<file path="src/rtl/combo_lock_ctrl.sv">
// ---------------------------------------------------------------------------
// combo_lock_ctrl
//   Keypad combination-lock controller. One-hot key presses from a debounced,
//   synchronised keypad are matched in order against a CODE_LEN-digit code.
//   The lock opens only when tryopen is raised after a complete, correct
//   entry. Adds an idle timeout during entry, consecutive failed-attempt
//   counting, and a timed lockout after MAX_FAILS failures.
//
//   Ports
//     clk         system clock, everything on the rising edge
//     rst         synchronous active-high reset; code is captured while high
//     code        CODE_LEN digits of DW bits, digit 0 (entered first) at LSBs
//     keypad      key levels, bit k high while key k is held
//     tryopen     open request level
//     unlock      lock released (registered)
//     fail        one-cycle pulse per failed attempt
//     locked_out  high while in lockout
//     progress    digits matched so far
//     fail_cnt    consecutive failed attempts
//
//   Build option
//     CODE_OFFSET_EN  when defined, dial-overshoot compensation is applied to
//                     the code as it is captured: even digits are expected
//                     one lower (0 wraps to KEYS-1), odd digits one higher
//                     (KEYS-1 wraps to 0). Undefined: digits used as given.
// ---------------------------------------------------------------------------
module combo_lock_ctrl #(
   parameter  int CODE_LEN    = 6,
   parameter  int KEYS        = 10,
   parameter  int MAX_FAILS   = 3,
   parameter  int TIMEOUT_CYC = 500,
   parameter  int LOCKOUT_CYC = 1000,
   localparam int DW          = $clog2(KEYS),
   localparam int PW          = $clog2(CODE_LEN + 1)
) (
   input  logic                   clk,
   input  logic                   rst,
   input  logic [CODE_LEN*DW-1:0] code,
   input  logic [KEYS-1:0]        keypad,
   input  logic                   tryopen,
   output logic                   unlock,
   output logic                   fail,
   output logic                   locked_out,
   output logic [PW-1:0]          progress,
   output logic [3:0]             fail_cnt
);

   localparam int             TMAX    = (TIMEOUT_CYC > LOCKOUT_CYC) ? TIMEOUT_CYC : LOCKOUT_CYC;
   localparam int             TW      = $clog2(TMAX + 1);
   localparam logic [DW:0]    KEYS_W  = (DW + 1)'(KEYS);
   localparam logic [DW-1:0]  KEY_TOP = DW'(KEYS - 1);

   typedef enum logic [2:0] {
      IDLE,
      ENTER,
      ARMED,
      OPEN,
      LOCKOUT
   } state_t;

   state_t                  stateQ;
   state_t                  nextState;
   logic [CODE_LEN*DW-1:0]  codeQ;
   logic [KEYS-1:0]         kpPrev;
   logic                    tryPrev;
   logic [TW-1:0]           timerQ;

   logic                    pressEv;
   logic                    oneHot;
   logic [DW-1:0]           keyIdx;
   logic [DW-1:0]           expDigit;
   logic                    digitOk;
   logic                    match;
   logic                    mismatch;
   logic                    tryRise;
   logic                    timeoutHit;
   logic                    lockDone;
   logic [TW-1:0]           timerInc;
   logic [PW-1:0]           progInc;
   logic [3:0]              failInc;

   logic [TW-1:0]           timerD;
   logic [PW-1:0]           progressD;
   logic [3:0]              failCntD;
   logic                    failD;
   logic                    doFail;
   logic                    unlockD;
   logic                    lockedOutD;

   // The code is latched only while reset is held. With overshoot
   // compensation enabled the expected digits are precomputed here so the
   // matcher never has to know about the offset. Digits that are already out
   // of range are left alone so they still never match.
   function automatic logic [CODE_LEN*DW-1:0] captureCode(input logic [CODE_LEN*DW-1:0] raw);
      logic [CODE_LEN*DW-1:0] res;
      res = raw;
`ifdef CODE_OFFSET_EN
      for (int i = 0; i < CODE_LEN; i++) begin
         logic [DW-1:0] d;
         d = raw[i*DW +: DW];
         if ({1'b0, d} < KEYS_W) begin
            if ((i % 2) == 0)
               res[i*DW +: DW] = (d == '0) ? KEY_TOP : d - DW'(1);
            else
               res[i*DW +: DW] = (d == KEY_TOP) ? '0 : d + DW'(1);
         end
      end
`endif
      return res;
   endfunction

   // Index of the highest set key. Only meaningful when the press is one-hot;
   // multi-hot presses are rejected separately regardless of this value.
   always_comb begin
      keyIdx = '0;
      for (int k = 0; k < KEYS; k++) begin
         if (keypad[k])
            keyIdx = DW'(k);
      end
   end

   // Digit the keypad must produce next, selected by how far entry has got.
   // progress equals CODE_LEN only in ARMED/OPEN, where no digit is expected.
   always_comb begin
      expDigit = '0;
      for (int i = 0; i < CODE_LEN; i++) begin
         if (progress == PW'(i))
            expDigit = codeQ[i*DW +: DW];
      end
   end

   // Event decode. A press is a transition from no key to some key, so held
   // keys and releases are silent. The timer helpers saturate rather than wrap.
   always_comb begin
      pressEv    = (keypad != '0) && (kpPrev == '0);
      oneHot     = (keypad & (keypad - KEYS'(1))) == '0;
      digitOk    = oneHot && ({1'b0, expDigit} < KEYS_W) && (keyIdx == expDigit);
      match      = pressEv && digitOk;
      mismatch   = pressEv && !digitOk;
      tryRise    = tryopen && !tryPrev;
      timeoutHit = (timerQ == TW'(TIMEOUT_CYC - 1));
      lockDone   = (timerQ == TW'(LOCKOUT_CYC - 1));
      timerInc   = (timerQ == '1) ? timerQ : timerQ + TW'(1);
      progInc    = progress + PW'(1);
      failInc    = fail_cnt + 4'd1;
   end

   // Next-state logic. Every transition is decided from the inputs sampled on
   // the current edge. Failed attempts from any state funnel through doFail so
   // a press and a tryopen rise on the same edge give only one fail pulse.
   // In ARMED a press takes priority over tryopen: any extra key after the
   // full code voids the entry.
   always_comb begin
      nextState = stateQ;
      timerD    = timerQ;
      progressD = progress;
      failCntD  = fail_cnt;
      failD     = 1'b0;
      doFail    = 1'b0;

      unique case (stateQ)
         IDLE: begin
            timerD    = '0;
            progressD = '0;
            if (match) begin
               progressD = PW'(1);
               nextState = (CODE_LEN == 1) ? ARMED : ENTER;
            end else if (mismatch) begin
               doFail = 1'b1;
            end
         end

         ENTER: begin
            if (mismatch || tryRise) begin
               doFail = 1'b1;
            end else if (match) begin
               progressD = progInc;
               timerD    = '0;
               if (progInc == PW'(CODE_LEN))
                  nextState = ARMED;
            end else if (timeoutHit) begin
               nextState = IDLE;
               progressD = '0;
               timerD    = '0;
            end else begin
               timerD = timerInc;
            end
         end

         ARMED: begin
            if (pressEv) begin
               doFail = 1'b1;
            end else if (tryopen) begin
               nextState = OPEN;
               failCntD  = '0;
               timerD    = '0;
            end else if (timeoutHit) begin
               nextState = IDLE;
               progressD = '0;
               timerD    = '0;
            end else begin
               timerD = timerInc;
            end
         end

         OPEN: begin
            timerD = '0;
            if (!tryopen) begin
               nextState = IDLE;
               progressD = '0;
            end
         end

         LOCKOUT: begin
            if (lockDone) begin
               nextState = IDLE;
               failCntD  = '0;
               timerD    = '0;
            end else begin
               timerD = timerInc;
            end
         end

         default: begin
            nextState = IDLE;
            timerD    = '0;
            progressD = '0;
         end
      endcase

      if (doFail) begin
         failD     = 1'b1;
         progressD = '0;
         timerD    = '0;
         failCntD  = failInc;
         nextState = (failInc >= 4'(MAX_FAILS)) ? LOCKOUT : IDLE;
      end
   end

   // Registered state-dependent outputs are derived from the state being
   // entered, so they change on the same edge as the transition.
   always_comb begin
      unlockD    = (nextState == OPEN);
      lockedOutD = (nextState == LOCKOUT);
   end

   // State and output registers. The keypad and tryopen history registers
   // keep sampling during reset, so a key or request held across reset is
   // seen as already held and produces no event until released and pressed
   // again. With nothing held they read zero after reset.
   always_ff @(posedge clk) begin
      kpPrev  <= keypad;
      tryPrev <= tryopen;
      if (rst) begin
         stateQ     <= IDLE;
         codeQ      <= captureCode(code);
         timerQ     <= '0;
         progress   <= '0;
         fail_cnt   <= '0;
         fail       <= 1'b0;
         unlock     <= 1'b0;
         locked_out <= 1'b0;
      end else begin
         stateQ     <= nextState;
         timerQ     <= timerD;
         progress   <= progressD;
         fail_cnt   <= failCntD;
         fail       <= failD;
         unlock     <= unlockD;
         locked_out <= lockedOutD;
      end
   end

endmodule

</file>
<file path="config.mk">
export PLATFORM = sky130hd
export DESIGN_NAME = combo_lock_ctrl
export DESIGN_NICKNAME = d
export VERILOG_FILES = /design/src/rtl/combo_lock_ctrl.sv
export SDC_FILE = /design/constraint.sdc
export NUM_CORES = 1
export LEC_CHECK = 0
export CORE_MARGIN = 1
export CORE_UTILIZATION = 33
export DETAILED_ROUTE_END_ITERATION = 10
export SYNTH_ARGS = -nofsm -noshare
export SYNTH_HDL_FRONTEND = slang
export SYNTH_SLANG_ARGS = --single-unit
</file>
<file path="constraint.sdc">
create_clock -name clk -period 7.7 [get_ports clk]
set_input_delay 1.155 -clock clk [delete_from_list [all_inputs] [get_ports clk]]
set_output_delay 1.155 -clock clk [all_outputs]
set_load 0.1 [all_outputs]
</file>
After elaboration in Yosys (flattened, before gate mapping) --
Cells that the tools add are included.
Cells by class: shift-type cells 0, magnitude comparators 2, add/sub/neg operators 4, bitwise operators 2, equality and inequality tests 23, reductions and logical operators 19, $mul 0, divide/modulo/power cells 0, mux-type cells 54
Operators by type and width (count):
- 4-bit two-way mux | 18
- 10-bit two-way mux | 7
- 3-bit two-way mux | 17
- 10-bit one-hot mux with 3 select lines | 1
- 3-bit one-hot mux with 5 select lines | 2
- 10-bit == test, second input constant | 2
- 10-bit zero test | 2
- 3-bit by 2-bit == test with 1-bit output, second input constant | 5
- 3-bit == test, second input constant | 5
- 10-bit by 1-bit adder with 10-bit output, second input constant | 1
- 10-bit AND | 1
- 10-bit by 9-bit == test with 1-bit output, second input constant | 1
- 10-bit nonzero test | 1
- 10-bit by 1-bit subtractor with 10-bit output, second input constant | 1
- 3-bit inequality test, second input constant | 3
- 2-bit inequality test, second input constant | 4
- 4-bit one-hot mux with 2 select lines | 1
- 1-bit two-way mux | 7
- 3-bit by 1-bit == test with 1-bit output, second input constant | 2
- 1-bit logical AND | 6
- 3-bit zero test | 2
- 5-bit AND reduction | 1
- 4-bit by 1-bit adder with 4-bit output, second input constant | 1
- 4-bit == test | 1
- other kinds (11) | 12
Word-level totals: register bits 58, memories kept 0, bits in latches 0, memory bits (read-only) 0, RAM bits 0

Depth between registers and ports, before layout --
depth in word-level cells 18, mapped depth 14, gate-level depth less buffers 11

Least setup slack after synthesis --
No wires, ideal clock.
path type reg2reg, from register progress[0], to register timerQ[4], buffers on the path 2, required time 7.604 ns, stages on the path, launching flop included 13, arrival 3.684 ns, slack 3.920 ns, cell sequence dfxtp_1 inv_1 ha_1 buf_2 a21oi_1 a221oi_2 o311a_1 o41ai_4 o31ai_2 and3_1 or3_1 buf_4 o41ai_2
On the way: cells in the longest elaborated chain, start to end 16, elaborated cells between the ends (all ways) 30, those cells by class order compare: 1; eq/ne: 7; mux: 13; reduce/logical: 9
Ends and longest elaborated chain:
- start, declared | line 44 | output logic [PW-1:0] progress,
- start signal, assigned | line 266 | progress <= progressD;
- 3-bit zero test | line 127 | if (progress == PW'(i))
- 4-bit two-way mux (5 in a row) | line 127
- 4-bit two-way mux * | line 127
- 4-bit < comparator | line 137 | digitOk = oneHot && ({1'b0, expDigit} < KEYS_W) && (keyIdx == expDigit);
- 1-bit logical AND | line 137
- 1-bit logical AND * | line 137
- 1-bit zero test | line 139 | mismatch = pressEv && !digitOk;
- 1-bit logical AND | line 139
- 1-bit two-way mux / 1-bit logical OR (equally long branches) | line 168, 174
- 1-bit two-way mux, on equally long branches | line 165, 174
- 1-bit one-hot mux with 3 select lines | line 161 | unique case (stateQ)
- 2-bit OR reduction (no line)
- end signal, assigned | line 265 | timerQ <= timerD;
- end, declared | line 66 | logic [TW-1:0] timerQ;
Mark *: on every way between the ends. The rest lies on a longest branch, timed or not. The select of a mux whose other input is x is not followed. A chain may end at the register's enable or synchronous reset.

Worst setup path after layout --
from input port keypad[2], to register timerQ[4]
On the way: cells in the longest elaborated chain, start to end 16, elaborated cells between the ends (all ways) 32, those cells by class add/sub: 1; eq/ne: 3; mux: 16; bitwise: 1; reduce/logical: 11
Ends and longest elaborated chain:
- start, declared | line 39 | input logic [KEYS-1:0] keypad,
- 4-bit two-way mux (8 in a row) | line 117 | if (keypad[k])
- 4-bit == test | line 137
- 1-bit logical AND | line 137
- 1-bit zero test | line 139
- 1-bit logical AND | line 139
- 1-bit two-way mux / 1-bit logical OR (equally long branches) | line 168, 174
- 1-bit two-way mux, on equally long branches | line 165, 174
- 1-bit one-hot mux with 3 select lines | line 161
- 2-bit OR reduction (no line)
Parallel ways exist; a longest one is shown, timed or not. The select of a mux whose other input is x is not followed.

==> impl_results.md <==
* DRC at 0
* Setup slack, reg-to-reg at just over 4 ns
* EDFF count, synth at 24
* Worst R2R End: timerQ[4]
* Root buffer cell: clkbuf_8
* RSZ-0062 raised after global routing: no
* Clock Skews at slightly below 0.006 ns
* Ports at 47
* WL/cell at 13.8 um
* Worst-Skew Late Latency at 0.34 ns
* Hold path endpoint: timerQ[4]
* Cell Area, Placed at 3470 sq um
* Peak VDD IR at 0.0831 mV
* Mean Syn Cell Area at just under 10 sq um
* Pwr Total at approximately 0.00063 W
* Post_cts resized at 0
* Post-Syn Area at 2930 sq um
* Maxcap violations at 0
* Part of the power in combinational logic at 7.1%
* Crit end category: flop
* Number of synthesized register bits at 58
* Synth cell types at 64
* Hold path startpoint: timerQ[3]
* Hold violation count in the final report at 0
* Nature of the critical path startpoint: input port
* Final period util at between 50% and 60%
* Minimum clock period at 3.88 ns
* Syn. warnings at 0
* Die area at between 9000 and 10000 sq um
* Most common cell after layout, fill and taps aside: clkdlybuf4s50_1
* FILL cells at 836
* Drt first pass iters at 4
* Non-Filler Cell Area, Final at 3640 sq um
* Most frequent cells in the layout: 46 x clkdlybuf4s50_1, 34 x dfxtp_1, 30 x nand2_1
* Die height at roughly 96 um
* R2r startpoint: progress[0]
* Remaining antenna violation count at 0
* Vias per Instance at 5.24
* Register area share after synthesis at a little under half
* Die width at 96.2 um
* Final slew viol count at 0
* Number of global-route vias before repair at approximately 2.3k
* Max Clock Freq at 258 MHz
* Via count at 2388
* Clk slew on worst S/H paths at 0.07 ns
* Least-Margin Pin Slew at 1.00 ns
* Final HPWL DP at 4540 um
* CTS max path bufs at 2
* FFs w/ async S/R, synth at 0%
* Clock sinks at 58
* Final setup viols at 0
* Post-Syn Instances at 298
* CTS Hold Bufs at 0
* HP Class: flop to flop
* Crit-path max cell delay at 0.53 ns
* Leak pwr at 1.28 nW
* Nets at between 300 and 400
* RD Place Congestion at 0.822
* Site Rows at 33
* Top cell type's share of synthesized area at 24.6%
* Initial antenna violation count at 0
* Setup TNS at 0 ns
* CTS buffer count at 9
* Post-CTS setup buffer count at 0
* Pwr dens at 173 nW/um^2
* Sw frac at 23.3%
* Clock Power Share at roughly two fifths
* Hold depth at 2
* Layout area overhead at 24.4%
* Worst Path Required at 7.94 ns
* Critical path arrival at 4.13 ns
* Top cells by area, synth: edfxtp_1 25%, dfxtp_1 23%, ha_1 3.8%, nand2_1 3.8%, nor2_1 3.5%
* CTS tree: yes
* Port bufs at 46
* WL final at 6300 um
* H-tree depth at 3
* Layout cells sized above 1 at between 9 and 10%
* Slowest-stage cell, CP: clkdlybuf4s50_1
* Main flop type after synthesis: dfxtp_1
* # diodes at 0
* FF-to-FF path depth at 9
* Synth Net Count at 344
* DRT iter0 DRCs at 96
* GRT Util Overall at between 10% and 20%
* Largest area contributor in the netlist: edfxtp_1
* CP Max Fanout at 9
* Status: completed
* Psw at between 0.0001 and 0.00015 W
* GR Overflow Total at 0
* Seq pwr share at between 50% and 60%
* Int Pwr at 0.000482 W
* First-pass GRT wire length at 10700 um
* Rel. slew slack at about 33%
* Pin count of the biggest net entering global routing at 36
* Critical-path cell list: clkdlybuf4s50_1 -> nor4_2 -> nand3_1 -> maj3_1 -> nor2_1 -> nand4_2 -> nor2_4 -> o21ai_2 -> or3_1 -> o41ai_2
* Core area at about 8400 sq um
* Starting Density at 34.9%
* Critical Setup Path Class: input port to flop
registers in the layout, indices dropped and copies added (netlist names):
name        cells
codeQ          24
kpPrev         10
timerQ         10
fail_cnt        4
progress        3
stateQ          3
fail            1
locked_out      1
tryPrev         1
unlock          1
Yosys cell counts (3+ instances only):
master and n:
nor2b_1 5, a31oi_1 3, o21ai_0 12, nor3_1 8
xnor2_1 3, inv_1 12, dfxtp_1 34, edfxtp_1 24
or4_1 3, nor4_1 5, nand4_1 4, nand2_1 30
nand3_1 7, ha_1 9, buf_4 3, nor2_1 27
a21o_1 3, a21oi_1 16, xor2_1 4, nand2b_1 7
o211ai_1 3, or2_2 4, nand3b_1 6, o2111ai_1 3
a211oi_1 6, and3_1 6, clkbuf_1 4
per-stage QoR:
step / instances / hold WS [ns] / util, % / setup slack, ns
6_report: 456 / 0.551 / 43.4 / 3.82
5_1_grt: 456 / 0.580 / 43.4 / 3.60
3_5_place_dp: 440 / 0.537 / 41.4 / 3.47
3_3_place_gp: 440 / 0.525 / 41.4 / 3.58
2_1_floorplan: 298 / 0.498 / - / 3.92
4_1_cts: 456 / 0.554 / 43.4 / 3.82
cell type report:
type / instances / area (sq um) / share of cell area [%]
Tap cell: 105 / 131 / 3.61
Inverter: 12 / 45.0 / 1.24
Multi-Input combinational cell: 218 / 1420 / 39.1
Clock inverter: 5 / 30.0 / 0.825
Sequential cell: 58 / 1400 / 38.5
Timing Repair Buffer: 47 / 468 / 12.9
Clock buffer: 11 / 141 / 3.88
kinds of logic (layout without fill, tap and decap cells):
logic type,Yosys count,after routing,share of synthesized area [%]
AND/OR/NAND/NOR,126,126,23.1
adder cells (fa/ha/maj),11,11,4.53
buffers and inverters,22,75,3.50
multiplexers,1,1,0.385
AO/OA/AOI/OAI,73,73,18.5
XOR/XNOR,7,7,2.09
flip-flops,58,58,47.9
critical path, delay by kind of cell:
family | cells | cell delay, ns
simple gates | 6 | 1.60
buf+inv | 1 | 0.53
compound gates | 2 | 0.47
fa+ha+maj | 1 | 0.37
power groups by stage:
| stage | combinational, W | sequential [W] | clock (W) |
|---|---|---|---|
| 2_1_floorplan | 0.0000165 | 0.000344 | 0 |
| 3_3_place_gp | 0.0000441 | 0.000344 | 0 |
| 3_5_place_dp | 0.0000448 | 0.000345 | 0 |
| 4_1_cts | 0.0000450 | 0.000338 | 0.000253 |
| 5_1_grt | 0.0000487 | 0.000339 | 0.000265 |
| 6_report | 0.0000448 | 0.000338 | 0.000246 |
routing by layer:
metal	part of all wire (%)	GRT usage, %	vias to the layer above	wire, um
met3	5.1	4.34	13	324
met5	0	0	-	0
met1	47	18.9	1118	2970
met4	2.4	8.21	0	150
met2	45	23.7	53	2860
li1	-	-	1204	-
worst max path at each step:
| stage | start | endpoint | cells past startpoint |
|---|---|---|---|
| after floorplan | progress[0] | timerQ[4] | 12 |
| after global placement | keypad[2] | timerQ[4] | 10 |
| after detailed placement | keypad[2] | timerQ[4] | 10 |
| after CTS | keypad[2] | timerQ[4] | 10 |
| after global routing | keypad[2] | timerQ[4] | 10 |
| final | keypad[2] | timerQ[4] | 10 |
Note: power is estimated with default switching activity, not from simulation.
